[config.mk]
export PLATFORM = sky130hd
export DESIGN_NAME = ahb_mux_master_dphase_flat
export DESIGN_NICKNAME = d
export VERILOG_FILES = /design/src/rtl/ahb_mux_master_dphase_if.sv /design/src/rtl/ahb_mux_master_dphase.sv /design/src/flat_wrapper.sv
export SDC_FILE = /design/constraint.sdc
export NUM_CORES = 1
export LEC_CHECK = 0
export ABC_AREA = 1
export BUFFER_PORTS_ARGS = -buffer_cell sky130_fd_sc_hd__buf_2
export CORE_MARGIN = 2
export CORE_UTILIZATION = 36
export CTS_CLUSTER_DIAMETER = 120
export CTS_CLUSTER_SIZE = 40
export DETAILED_ROUTE_END_ITERATION = 8
export PLACE_DENSITY = 0.8
export SYNTH_ARGS = -nofsm -noshare
export SYNTH_HDL_FRONTEND = slang
export SYNTH_SLANG_ARGS = --single-unit
[constraint.sdc]
create_clock -name hclk -period 1.7 [get_ports hclk]
set_input_delay 0.17 -clock hclk [delete_from_list [all_inputs] [get_ports hclk]]
set_output_delay 0.17 -clock hclk [all_outputs]
set_load 0.03 [all_outputs]
[src/rtl/ahb_mux_master_dphase_if.sv]
// Bus bundle between the address decoder / slaves and the data-phase response mux.
// The slave modport is the mux's view; the master modport is the surrounding fabric's view.
interface ahb_mux_master_dphase_if #(
    parameter int CHANNEL_NUM = 2,
    parameter int DATA_W      = 32,
    parameter int PAYLOAD     = DATA_W + 2
);
    logic [CHANNEL_NUM-1:0][PAYLOAD-1:0] payload_in;
    logic [CHANNEL_NUM-1:0]              sel_addr;
    logic                                trans_valid;
    logic [PAYLOAD-1:0]                  payload_out;
    logic [CHANNEL_NUM-1:0]              dsel;

    modport slave (
        input  payload_in,
        input  sel_addr,
        input  trans_valid,
        output payload_out,
        output dsel
    );

    modport master (
        output payload_in,
        output sel_addr,
        output trans_valid,
        input  payload_out,
        input  dsel
    );
endinterface

[src/rtl/ahb_mux_master_dphase.sv]
// AHB data-phase response mux: registers the address-phase slave select and routes the
// selected slave's {hrdata, hreadyout, hresp} back, answering decode errors itself.
module ahb_mux_master_dphase #(
    parameter int CHANNEL_NUM = 2,
    parameter int DATA_W      = 32,
    parameter int PAYLOAD     = DATA_W + 2,
    parameter int CNT_W       = 8
) (
    input  logic                   hclk,
    input  logic                   hreset,
    ahb_mux_master_dphase_if.slave bus,
    output logic                   err_pulse,
    output logic [CNT_W-1:0]       err_cnt,
    output logic [1:0]             state_dbg
);
    localparam logic [1:0] ST_IDLE = 2'd0;
    localparam logic [1:0] ST_DATA = 2'd1;
    localparam logic [1:0] ST_ERR1 = 2'd2;
    localparam logic [1:0] ST_ERR2 = 2'd3;

    logic [1:0]             state_q, state_d;
    logic [CHANNEL_NUM-1:0] dsel_q, dsel_d;
    logic [CNT_W-1:0]       err_cnt_q, err_cnt_d;

    logic [PAYLOAD-1:0]     payload_mux;
    logic [PAYLOAD-1:0]     payload_out_c;
    logic [CHANNEL_NUM-1:0] sel_minus_one;
    logic                   sel_onehot;
    logic                   hready_mux;
    logic                   accept;
    logic                   decode_err;

    // dsel_q is one-hot or zero, so an AND-OR mux is enough.
    always_comb begin
        payload_mux = '0;
        for (int i = 0; i < CHANNEL_NUM; i++) begin
            if (dsel_q[i]) begin
                payload_mux = payload_mux | bus.payload_in[i];
            end
        end
    end

    always_comb begin
        payload_out_c = {{DATA_W{1'b0}}, 1'b1, 1'b0};
        case (state_q)
            ST_IDLE: payload_out_c = {{DATA_W{1'b0}}, 1'b1, 1'b0};
            ST_DATA: payload_out_c = payload_mux;
            ST_ERR1: payload_out_c = {{DATA_W{1'b0}}, 1'b0, 1'b1};
            ST_ERR2: payload_out_c = {{DATA_W{1'b0}}, 1'b1, 1'b1};
            default: payload_out_c = {{DATA_W{1'b0}}, 1'b1, 1'b0};
        endcase
    end

    assign sel_minus_one = bus.sel_addr - CHANNEL_NUM'(1);
    assign sel_onehot    = (bus.sel_addr != '0) && ((bus.sel_addr & sel_minus_one) == '0);
    assign hready_mux    = payload_out_c[1];
    assign accept        = hready_mux && (state_q != ST_ERR1);
    assign decode_err    = accept && bus.trans_valid && !sel_onehot;

    always_comb begin
        state_d   = state_q;
        dsel_d    = dsel_q;
        err_cnt_d = err_cnt_q;
        // ERR1 is the wait-state half of the two-cycle ERROR response; it never accepts.
        if (state_q == ST_ERR1) begin
            state_d = ST_ERR2;
        end else if (accept) begin
            if (!bus.trans_valid) begin
                state_d = ST_IDLE;
                dsel_d  = '0;
            end else if (sel_onehot) begin
                state_d = ST_DATA;
                dsel_d  = bus.sel_addr;
            end else begin
                state_d = ST_ERR1;
                dsel_d  = '0;
                if (err_cnt_q != {CNT_W{1'b1}}) begin
                    err_cnt_d = err_cnt_q + CNT_W'(1);
                end
            end
        end
    end

    always_ff @(posedge hclk) begin
        if (hreset) begin
            state_q   <= ST_IDLE;
            dsel_q    <= '0;
            err_cnt_q <= '0;
        end else begin
            state_q   <= state_d;
            dsel_q    <= dsel_d;
            err_cnt_q <= err_cnt_d;
        end
    end

    assign bus.payload_out = payload_out_c;
    assign bus.dsel        = dsel_q;
    assign err_pulse       = decode_err && !hreset;
    assign err_cnt         = err_cnt_q;
    assign state_dbg       = state_q;
endmodule

[src/flat_wrapper.sv]
// flat-port wrapper written by rule: the top's interface ports become plain ports
module ahb_mux_master_dphase_flat 
#(
    parameter int CHANNEL_NUM = 2,
    parameter int DATA_W      = 32,
    parameter int PAYLOAD     = DATA_W + 2,
    parameter int CNT_W       = 8
)
  (hclk, hreset, err_pulse, err_cnt, state_dbg, bus_payload_in, bus_sel_addr, bus_trans_valid, bus_payload_out, bus_dsel);
  ahb_mux_master_dphase_if #(.CHANNEL_NUM(CHANNEL_NUM), .DATA_W(DATA_W), .PAYLOAD(PAYLOAD)) bus_i ();
  input  logic hclk;
  input  logic hreset;
  output logic err_pulse;
  output logic [CNT_W-1:0] err_cnt;
  output logic [1:0] state_dbg;
  input wire logic [$bits(bus_i.payload_in)-1:0] bus_payload_in;
  input wire logic [$bits(bus_i.sel_addr)-1:0] bus_sel_addr;
  input wire logic [$bits(bus_i.trans_valid)-1:0] bus_trans_valid;
  output wire logic [$bits(bus_i.payload_out)-1:0] bus_payload_out;
  output wire logic [$bits(bus_i.dsel)-1:0] bus_dsel;
  assign bus_i.payload_in = bus_payload_in;
  assign bus_i.sel_addr = bus_sel_addr;
  assign bus_i.trans_valid = bus_trans_valid;
  assign bus_payload_out = bus_i.payload_out;
  assign bus_dsel = bus_i.dsel;
  ahb_mux_master_dphase #(.CHANNEL_NUM(CHANNEL_NUM), .DATA_W(DATA_W), .PAYLOAD(PAYLOAD), .CNT_W(CNT_W)) u_core (.hclk(hclk), .hreset(hreset), .bus(bus_i), .err_pulse(err_pulse), .err_cnt(err_cnt), .state_dbg(state_dbg));
endmodule
# After elaboration in Yosys (flattened, before gate mapping)
# Index checks and enable logic that the tools add are counted.
[word_totals]
ff_bits = 12
elab_cells = 36
inputBits = 73
output_inout_bits = 47
[op_classes]
eq_ne = 5
bitwise = 4
n_reduce_logical = 13
add_sub_neg = 2
muxes = 9
[op_table]
columns = ["operator", "count"]
rows = [
  ["$pmux W34 S4", 1],
  ["$mux W34", 2],
  ["$or A34 B34 Y34", 1],
  ["$mux W2", 6],
  ["$add A8 B1 Y8 const B", 1],
  ["$ne A8 B8 Y1 const B", 1],
  ["$logic_and A1 B1 Y1", 5],
  ["$reduce_and A5 Y1", 1],
  ["$eq A2 B2 Y1 const B", 2],
  ["$logic_not A2 Y1", 2],
  ["$reduce_bool A2 Y1", 2],
  ["$and A2 B2 Y2", 1],
  ["$eq A2 B1 Y1 const B", 1],
  ["$logic_not A1 Y1", 2],
  ["$ne A2 B2 Y1 const B", 1],
  ["$not A1 Y1", 2],
  ["$reduce_and A2 Y1", 1],
  ["$sub A2 B1 Y2 const B", 1],
]

# Depth between registers and ports, before layout
[depth]
depth_word = 8
mapped_depth = 9
ltp_nobuf = 9

# Worst setup path before layout
# No wires, ideal clock.
[synth_timing]
path_type = "register to output"
start = "reg u_core.dsel_q[1], in the netlist u_core.bus.dsel[1]"
end = "out bus_payload_out[12]"
slack_ps = -13
n_path_buf = 2
stages_incl_launch_ff = 5
required_ps = 1530
arrival_time_ps = 1543
cell_sequence = "dfxtp_1 > buf_4 > clkbuf_1 > nand2_1 > a21oi_1"
[synth_via]
elab_chain_len = 2
[synth_lines]
columns = ["item", "line", "source"]
rows = [
  ["start, declared", "ahb_mux_master_dphase.sv:22", "logic [CHANNEL_NUM-1:0] dsel_q, dsel_d;"],
  ["start signal, assigned", "ahb_mux_master_dphase.sv:91", "dsel_q <= dsel_d;"],
  ["$mux W34", "ahb_mux_master_dphase.sv:37", "if (dsel_q[i]) begin"],
  ["$pmux W34 S4", "ahb_mux_master_dphase.sv:45", "case (state_q)"],
  ["end, declared", "flat_wrapper.sv:19", "output wire logic [$bits(bus_i.payload_out)-1:0] bus_payload_out;"],
]
# Every way passes these cells.

# Final worst setup path
[layout_timing]
start = "reg u_core.state_q[0], in the netlist u_core.state_dbg[0]"
end = "out bus_payload_out[3]"
[layout_via]
elab_chain_len = 2
word_cells_on_any_way = 5
classes_between = "3 x eq/ne; 1 x mux; 1 x reduce/logical"
[layout_lines]
columns = ["item", "line", "source"]
rows = [
  ["start, declared", "ahb_mux_master_dphase.sv:21", "logic [1:0] state_q, state_d;"],
  ["start signal, assigned", "ahb_mux_master_dphase.sv:90", "state_q <= state_d;"],
  ["$eq A2 B2 Y1, or another cell as far along", "ahb_mux_master_dphase.sv:45", ""],
  ["$pmux W34 S4 *", "ahb_mux_master_dphase.sv:45", ""],
]
# Every way passes the cells marked *; elsewhere a longest branch is shown, timed or not.

==> summary.md <==
| Metric | Value |
|---|---|
| Register area | `240 um2` |
| Synth top area cells | `nand2_1 (29%), dfxtp_1 (20%), a21oi_1 (15%), a21oi_2 (4.4%), ha_1 (3.1%)` |
| Slew @ Worst Pin | `376 ps` |
| Die height | `61.6 um` |
| Footprint of the multi-input gates | `about 900 um2` |
| Hold Slack | `between 150 and 200 ps` |
| Avg Cell Area, Syn | `around 5.7 um2` |
| IO Port Bufs | `around 120` |
| Syn Std Cell Area | `0.00119 mm2` |
| Post-Place Cell Area | `0.00189 mm2` |
| HP Start | `bus_trans_valid` |
| Fillcell total | `about 310` |
| Synth Net Count | `285` |
| Num CTS Buffers | `3` |
| Leak pwr | `0.000973 uW` |
| Setup crit end kind | `output pin` |
| Max-cap violations | `0` |
| CP startpoint | `u_core.state_dbg[0]` |
| Largest net degree at the start of global routing | `33` |
| Placed insts | `~370` |
| CTS sink cnt | `12` |
| Rel. slew slack | `74.9%` |
| Starting density of the core | `approximately two fifths` |
| Antenna-violating nets left | `0` |
| Ports | `120` |
| Startpoint types | `register` |
| CTS tree | `yes` |
| Post-synthesis register bit count | `12` |
| Vias/cell | `4.65` |
| Maximum buffer depth of the clock tree | `2` |
| Initial DRC Count | `around 110` |
| Fin. Hold Viols | `0` |
| Highest Clock Rate | `~0.63 GHz` |
| Max-slew violation count | `0` |
| Critical path class | `register to output pin` |
| Number of antenna diodes | `0` |
| H-tree levels | `1` |
| Avg WL per Cell | `11.3 um` |
| Gpl congestion | `0.779` |
| CP Data Required Time | `about 1500 ps` |
| Design Power | `891 uW` |
| DR vias | `1717` |
| First-pass GRT wire length | `5470 um` |
| Final WS setup | `107 ps` |
| Post-route DRC | `0` |
| Finish-stage setup viols | `0` |
| Design area | `just under 0.002 mm2` |
| Syn Inst Count | `209` |
| Post-detail-place hpwl | `~3400 um` |
| Worst path slowest cell | `dfxtp_1` |
| Critical Path AT | `1420 ps` |
| Die ar. | `0.00380 mm2` |
| Chip Width | `61.6 um` |
| Hold Path Class | `input pin to register` |
| Drt first pass iters | `4` |
| Crit path max-delay family | `buffers and inverters` |
| Clk pin slew, worst setup/hold paths | `~80 ps` |
| CP bufs+invs | `3` |
| GRT Util Overall | `about a fifth` |
| Min Tclk post-route | `1590 ps` |
| Drt total wl | `4160 um` |
| Pwr/cell area | `approximately 460 mW/mm2` |
| CP Max Fanout | `32` |
| Layout area overhead | `61.2%` |
| Clock skew | `4.98 ps` |
| Max VDD drop | `0.473 mV` |
| Vias in the first global route | `between 1k and 1.5k` |
| Worst path cell trace | `inv_2 > nor2_2 > inv_4 > a21oi_1 > buf_2` |
| CP max stage delay | `370 ps` |
| Core footprint | `0.00310 mm2` |
| Post-synthesis sequential area ratio | `20.1%` |
| Nets | `402` |
| Netlist cell types | `26` |
| Place WS | `298 ps` |
| Worst-Skew Late Latency | `270 ps` |
| Yosys Warn Count | `0` |
| Cell Rows | `20` |
| Fraction of layout instances using a drive strength above 1 | `51.4%` |
| R2r startpoint | `u_core.err_cnt[0]` |
| RSZ-0062 raised after global routing | `no` |
| Finished Layout Cells | `369` |
| Synth area leader | `nand2_1` |
| Status | `finished clean` |
| Grt ovf | `0` |
| Initial antenna violation count | `0` |
| Share of the synthesized area in the top cell type | `28.9%` |
| Fin crit share | `93.7%` |
| Clk root buf | `clkbuf_4` |
final timing paths:
path	endpoint	slack [ps]	cells after the start
worst min register to register	u_core.bus.dsel[1]	520	2
worst min-delay path	u_core.bus.dsel[1]	190	3
worst max register to register	u_core.err_cnt[2]	300	8
worst max-delay path	bus_payload_out[3]	110	5
kinds of logic (layout without fill, tap and decap cells):
logic type	Yosys count	count (layout)	synth area share, %
DFF	12	12	20.1
adders and majority gates	3	3	3.14
and+or+nand+nor	117	117	43.0
xor gates and xnor gates	4	4	2.93
buffers and inverters	27	143	9.11
AOI/OAI and AO/OA	46	46	21.7
power breakdown:
part	switching [uW]	total, uW	internal, uW
combinational	232	360	128
sequential	13.9	308	294
clock	93.0	223	130
total	339	891	552
cell type report:
type / instances / area share (%)
Clock buffer: 4 / 1.88
Inverter: 15 / 3.05
Multi-Input combinational cell: 170 / 46.8
Sequential cell: 12 / 12.5
Tap cell: 44 / 2.86
Timing Repair Buffer: 124 / 32.9
flip-flops by register name, indices dropped and copies added, names as in the netlist:
register,flops
u_core.bus.dsel,2
u_core.err_cnt,8
u_core.state_dbg,2
tightest hold or removal path, cell delays in order:
cell     delay [ps]
buf_2           120
nand3_1          70
a21oi_1          50
repair_timing:
action | in CTS | in global routing
hold buffers | 0 | 0
resized for setup | 1 | 0
setup buffers | 0 | 0
setup endpoints to repair | 2 | 0
endpoints found under the hold margin | 0 | 0
metal layers:
| metal | vias to the layer above | track usage (%) | share of wire, % |
|---|---|---|---|
| li1 | 896 | - | - |
| met1 | 753 | 22.4 | 40 |
| met2 | 63 | 34.6 | 51 |
| met3 | 5 | 3.15 | 8.6 |
| met4 | 0 | 4.56 | 0.70 |
| met5 | - | 0 | 0 |
metrics by stage:
| stage | util (%) | setup TNS (ps) |
|---|---|---|
| final | 62.1 | 0 |
| after global routing | 62.1 | 0 |
| after CTS | 62.1 | 0 |
| after detailed placement | 60.8 | 0 |
| after global placement | 60.8 | 0 |
| after floorplan | - | -200 |
placed cells by master, fill, tap and decap left out:
| cell | count |
|---|---|
| nand2_1 | 92 |
| a21oi_2 | 21 |
| a22o_1 | 1 |
| nor2_1 | 7 |
| a21o_1 | 1 |
| inv_1 | 10 |
| ha_1 | 3 |
| inv_2 | 4 |
| clkbuf_8 | 1 |
| clkbuf_4 | 3 |
| nand3_1 | 3 |
| nand3_4 | 1 |
| nand4_1 | 1 |
| o21ai_0 | 1 |
| dfxtp_1 | 12 |
| nor3_1 | 1 |
| nand3_2 | 2 |
| nor2_4 | 2 |
| buf_2 | 119 |
| o21ai_1 | 1 |
| a21oi_1 | 21 |
| buf_4 | 5 |
| nor2_2 | 1 |
| xor2_1 | 3 |
| xnor2_1 | 1 |
| nand2_2 | 6 |
| inv_4 | 1 |
| nand4_2 | 1 |
synth_stat cells:
cell	count
a21o_1	1
a21oi_1	36
a21oi_2	6
a22o_1	1
buf_1	1
buf_4	2
clkbuf_1	9
dfxtp_1	12
ha_1	3
inv_1	10
inv_2	5
nand2_1	92
nand2_2	6
nand3_1	3
nand3_2	2
nand3_4	1
nand4_1	1
nand4_2	1
nor2_1	7
nor2_2	1
nor2_4	2
nor3_1	1
o21ai_0	1
o21ai_1	1
xnor2_1	1
xor2_1	3
(Power assumes the default switching activity.)
